## config.mk

```make
export PLATFORM = sky130hd
export DESIGN_NAME = bitslip_deser
export DESIGN_NICKNAME = d
export VERILOG_FILES = /design/src/rtl/bitslip_deser.sv
export SDC_FILE = /design/constraint.sdc
export NUM_CORES = 1
export LEC_CHECK = 0
export ABC_AREA = 1
export BUFFER_PORTS_ARGS = -buffer_cell sky130_fd_sc_hd__buf_2
export CORE_UTILIZATION = 50
export DETAILED_ROUTE_END_ITERATION = 12
export PLACE_DENSITY = 0.72
export SYNTH_ARGS = -nofsm -noshare
export SYNTH_HDL_FRONTEND = slang
export SYNTH_SLANG_ARGS = --single-unit
```

## constraint.sdc

```tcl
create_clock -name fclk -period 1.43 [get_ports fclk]
set_input_delay 0.143 -clock fclk [delete_from_list [all_inputs] [get_ports fclk]]
set_output_delay 0.143 -clock fclk [all_outputs]
set_load 0.005 [all_outputs]
```

## src/rtl/bitslip_deser.sv

```systemverilog
// -----------------------------------------------------------------------------
// bitslip_deser
//
// Serial-to-parallel deserializer with bit-slip word alignment. One serial bit
// is shifted in on every fclk rising edge. A rising edge on bitslip holds the
// bit counter for one cycle, so every later word boundary lands one bit later
// in the serial stream. Paired with a bit-slip generator that pulses bitslip
// until its training pattern shows up on data_out.
//
// Parameters:
//   WIDTH      parallel word width, 2..16
//   MSB_FIRST  1: first received bit of a word lands in data_out[WIDTH-1]
//              0: first received bit of a word lands in data_out[0]
//
// Ports:
//   fclk        in   bit clock, one serial bit sampled per rising edge
//   rst         in   asynchronous reset, active-high
//   clr         in   synchronous clear of bit counter, slip counter and slip
//                    edge detector; overrides everything else in that cycle
//   ser_in      in   serial data bit
//   bitslip     in   slip request, one slip per rising edge
//   data_out    out  last completed parallel word, held between words
//   word_valid  out  one-cycle pulse in the cycle data_out updates
//   slip_cnt    out  slips taken, modulo WIDTH
//
// Output handshake: word_valid is a push-only strobe with no ready/back-pressure.
// data_out is valid in any cycle where word_valid is 1 and keeps that value
// until the next word_valid pulse; the consumer must take it in that window.
// -----------------------------------------------------------------------------
module bitslip_deser #(
  parameter int WIDTH     = 16,
  parameter bit MSB_FIRST = 1'b1
) (
  input  logic             fclk,
  input  logic             rst,
  input  logic             clr,
  input  logic             ser_in,
  input  logic             bitslip,
  output logic [WIDTH-1:0] data_out,
  output logic             word_valid,
  output logic [4:0]       slip_cnt
);

  localparam logic [4:0] LAST = 5'(WIDTH - 1);

  logic [WIDTH-1:0] sr_q, sr_d;
  logic [4:0]       bit_cnt_q, bit_cnt_d;
  logic [4:0]       slip_cnt_q, slip_cnt_d;
  logic             bitslip_q, bitslip_d;
  logic [WIDTH-1:0] data_out_q, data_out_d;
  logic             word_valid_q, word_valid_d;

  logic             slip;
  logic             at_last;

  // A slip edge arriving together with clr is thrown away.
  assign slip    = bitslip & ~bitslip_q & ~clr;
  assign at_last = (bit_cnt_q == LAST);

  // The shift register never stalls, not even on slip or clr cycles; a slip
  // only delays where the counter says the word ends.
  always_comb begin
    sr_d = sr_q;
    if (MSB_FIRST) begin
      sr_d = {sr_q[WIDTH-2:0], ser_in};
    end else begin
      sr_d = {ser_in, sr_q[WIDTH-1:1]};
    end
  end

  always_comb begin
    bitslip_d    = bitslip;
    bit_cnt_d    = bit_cnt_q;
    slip_cnt_d   = slip_cnt_q;
    word_valid_d = 1'b0;
    data_out_d   = data_out_q;
    if (clr) begin
      bitslip_d  = 1'b0;
      bit_cnt_d  = '0;
      slip_cnt_d = '0;
    end else if (slip) begin
      // Holding the counter here also suppresses an emit that would have
      // happened this cycle; the word then comes out next cycle, one bit newer.
      slip_cnt_d = (slip_cnt_q == LAST) ? 5'd0 : slip_cnt_q + 5'd1;
    end else begin
      bit_cnt_d = at_last ? 5'd0 : bit_cnt_q + 5'd1;
      if (at_last) begin
        word_valid_d = 1'b1;
        data_out_d   = sr_d;
      end
    end
  end

  always_ff @(posedge fclk or posedge rst) begin
    if (rst) begin
      sr_q         <= '0;
      bit_cnt_q    <= '0;
      slip_cnt_q   <= '0;
      bitslip_q    <= 1'b0;
      data_out_q   <= '0;
      word_valid_q <= 1'b0;
    end else begin
      sr_q         <= sr_d;
      bit_cnt_q    <= bit_cnt_d;
      slip_cnt_q   <= slip_cnt_d;
      bitslip_q    <= bitslip_d;
      data_out_q   <= data_out_d;
      word_valid_q <= word_valid_d;
    end
  end

  assign data_out   = data_out_q;
  assign word_valid = word_valid_q;
  assign slip_cnt   = slip_cnt_q;

endmodule
```

# ---- Word-level counts from Yosys, hierarchy flattened
# Cells that the tools add are included.
dict set report totals {
  register_bits 43
  out_inout_bits 22
}
dict set report classes {
  addsub 2
  n_eq_ne 3
  mux 10
  n_bitwise 5
  reduce_logical 2
}
# cell n
set op_table {}
lappend op_table {{$mux W5} 6}
lappend op_table {{$add A5 B1 Y5 const B} 2}
lappend op_table {{$eq A5 B4 Y1 const B} 2}
lappend op_table {{$mux W1} 4}
lappend op_table {{$not A1 Y1} 3}
lappend op_table {{$reduce_and A3 Y1} 1}
lappend op_table {{$and A1 B1 Y1} 2}
lappend op_table {{$ne A2 B2 Y1 const B} 1}
lappend op_table {{$reduce_bool A2 Y1} 1}

# ---- Logic depth before layout (Yosys ltp)
dict set report depth {
  ltp_word 5
  depth_mapped 7
  ltp_nobuf 6
}

# ---- Worst setup path before layout
# Ideal clock, no wire load.
dict set report synth_timing {
  path_type {register -> register}
  from {register bit_cnt_q[0]}
  to {register data_out_q[1] (netlist: data_out[1])}
  setup_time_ps 116
  arrival_ps 1142
  required_time_ps 1314
  path_slack_ps 172
  stages_incl_launch_ff 8
  synth_period_minus_slack_ps 1258
  cell_sequence {dfrtp_1 -> ha_1 -> nand3_1 -> nor2_2 -> nand2_2 -> buf_6 -> nand2_1 -> nand2_1}
}
dict set report synth_via {
  elab_chain_cells 2
}
# element line_no
set synth_lines {}
lappend synth_lines {{start: declaration} 47} ;# logic [4:0] bit_cnt_q, bit_cnt_d;
lappend synth_lines {{start signal: assignment} 104} ;# bit_cnt_q <= bit_cnt_d;
lappend synth_lines {{$eq A5 B4 Y1} 58} ;# assign at_last = (bit_cnt_q == LAST);
lappend synth_lines {{$reduce_and A3 Y1 (no line)} -}
lappend synth_lines {{end signal: assignment} 107} ;# data_out_q <= data_out_d;
lappend synth_lines {{end: declaration} 50} ;# logic [WIDTH-1:0] data_out_q, data_out_d;
# No other way between the ends.
# A chain may end at the register's enable or synchronous reset.

# ---- Worst setup path after layout
dict set report layout_timing {
  from {register bit_cnt_q[1]}
  to {register data_out_q[2] (netlist: data_out[2])}
}
# Same word-level chain as after synthesis.

==> impl_metrics.toml <==
[outcome]
status = "completed"

[global_routing]
track_usage_pct = 19.2
antenna_found_initial = 0
gr-total-overflow = 0
grt_max_degree = 44
grt_pass1_wl_um = 4750
grt_pass1_vias = 1059

[cts]
path_clk_slew_ns = 0.13
cts_made_buffers = 5
cts_tree = "yes"
cts.sinks = 43
cts-htree-levels = 2
clock_latency_ns = 0.35
root_buffer = "clkbuf_4"
cts_buffer_depth = 2

[placement]
portBuffers = 26
gp_congestion = 0.744
dpl.hpwl_um = 1880

[yosys]
yosys_warnings = 0
syn_area_sq_um = 1580
synth_cell_type_count = 17
yosysSeqAreaShare_pct = 68.0
synth_seq_cells = 43
syn_avg_cell_area_sq_um = 10.1
syn-instance-count = 156
synth_nets = 163

[die]
io_pins = 27
die_x_um = 58.3
rows = 20
die_h_um = 58.3
die-area_sq_um = 3390
start_util_pct = 52.3
core_sq_um = 3030

[route]
wl_met2_um = 1390
ant_nets = 0
drt-met1-wl_um = 1380
vias_per_cell = 4.82
vias = 1151
drt_drc_violations_left = 0
firstDrtPassIters = 4
route.met3.wl_um = 97
wl_um = 2900
top_layer_used = "met4"
post_drt_wl_per_cell_um = 12.2
drt_iter0_markers = 52

[sta]
finalSetupViolations = 0
fmax_ghz = 0.749
rsz0062_at_grt = "no"
finalHoldViolations = 0
finalSetupTns_ns = 0
slew_violations = 0
skew_ns = 0.0141
tightest_slew_ns = 0.511
slew_headroom_pct = 65.9
timing.final.crit_share_pct = 93.4
min_period_ns = 1.34

[worst_hold_path]
min_path_type = "input pin to flip-flop"
hold_start = "bitslip"

[pwr]
leakage_nw = 1.06
ir_drop_mv = 0.690
p_per_area_nw_per_um2 = 1190
power_mw = 2.32

[setup_path]
max_stage_delay_ns = 0.45
rr_startpoint = "bit_cnt_q[1]$_DFFE_PP0P_"
worstPathMaxFanout = 16
cpMostUsedCell = "nand2_1"
crit_slowest_cell = "dfrtp_1"
startpoint = "bit_cnt_q[1]$_DFFE_PP0P_"
worstPathCellList = "ha_4 -> nand3_2 -> nor2_4 -> nand2_8 -> nand2_1 -> nand2_1"
end_kind = "flip-flop"
crit_type = "flip-flop to flip-flop"
worst_path_dominant_cell_family = "simple AND/OR/NAND/NOR gates"
required_ns = 1.68
start_kind = "flip-flop"
cp.arrival_ns = 1.58
crit_buf_inv = 0

[finish]
layout.nets = 201
n_antenna_cell = 0
final_common_cell = "nand2_1"
syn_to_final_growth_pct = 23.9
final_cell_mix = "74 x nand2_1, 42 x dfrtp_1, 26 x buf_2"
drive_gt1_share_pct = 23.6

[job]
cap_violations = 0
state kept, by name (all words and copies together) (netlist names):
signal	cells
sr_q	15
slip_cnt	5
word_valid	1
bit_cnt_q	5
bitslip_q	1
data_out	16
where the power goes:
group          switching, mW  internal, mW  total [mW]
clock network          0.395         0.544       0.939
logic                 0.0629        0.0403       0.103
registers             0.0303          1.25        1.28
kinds of logic (layout without fill, tap and decap cells):
logic type      count (synthesis)  count (layout)  share of synthesized area (%)
compound gates                  7               7                           2.45
xor+xnor                        2               2                           1.11
fa+ha+maj                       2               2                           1.58
buf+inv                        11              50                           3.56
flops                          43              43                           68.0
simple gates                   91              91                           23.3
cell type report:
type	count	area, sq um
well taps	44	55.1
fillers	244	1070
clock inverters	3	67.6
multi-input cells	102	487
clock buffers	5	37.5
repair buffers	33	203
inverters	9	33.8
flip-flops and latches	43	1080
cells in the mapped netlist:
cell / count / area, sq um
o21ai_1: 1 / 5.00
nand2_2: 1 / 6.26
a21oi_1: 1 / 5.00
dfrtp_1: 43 / 1080
nor2_2: 1 / 6.26
nor2_4: 1 / 11.3
nor2_1: 6 / 22.5
buf_6: 2 / 22.5
nand2_1: 74 / 278
ha_1: 2 / 25.0
a21oi_2: 1 / 8.76
xnor2_1: 2 / 17.5
inv_1: 8 / 30.0
nand3_1: 4 / 20.0
o21ai_0: 4 / 20.0
inv_2: 1 / 3.75
nand4_1: 4 / 25.0
timing repair:
action	CTS	global route
endpoints found under the hold margin	46	0
buffers inserted	0	1
endpoints found under the setup margin	11	16
pin swaps	0	1
gates resized for setup	1	6
hold buffers	3	0
worst paths after layout:
path | end | slack [ns] | depth (start not counted)
min | bitslip_q$_DFF_PP0_ | 0.03 | 3
max in group asynchronous | bit_cnt_q[0]$_DFFE_PP0P_ | 0.60 | 4
max reg2reg | data_out[2]$_DFFE_PP0P_ | 0.09 | 6
min in group asynchronous | data_out[10]$_DFFE_PP0P_ | 0.46 | 4
min reg2reg | sr_q[3]$_DFF_PP0_ | 0.39 | 0
max | data_out[2]$_DFFE_PP0P_ | 0.09 | 6
per-layer routing:
metal | vias up | GRT usage, %
li1 | 559 | -
met1 | 565 | 26.4
met2 | 22 | 28.9
met3 | 5 | 4.69
met4 | 0 | 9.18
met5 | - | 0
tightest hold or removal path, delay by kind of cell:
kind / cells / cell delay, ns
AND/OR/NAND/NOR: 1 / 0.04
buffers and inverters: 2 / 0.18
per-stage QoR:
step	area, sq um	setup WS, ns	hold WS, ns	std cells	utilization [%]
6_report	1960	0.0942	0.0300	239	64.8
5_1_grt	1960	0.00423	0.0163	239	64.8
4_1_cts	1920	0.0373	0.0169	238	63.4
3_5_place_dp	1780	0.000719	0.273	227	58.8
3_3_place_gp	1780	0.114	0.268	227	58.8
2_1_floorplan	1580	0.172	0.174	156	-
Power figures use the tool's default switching activity.
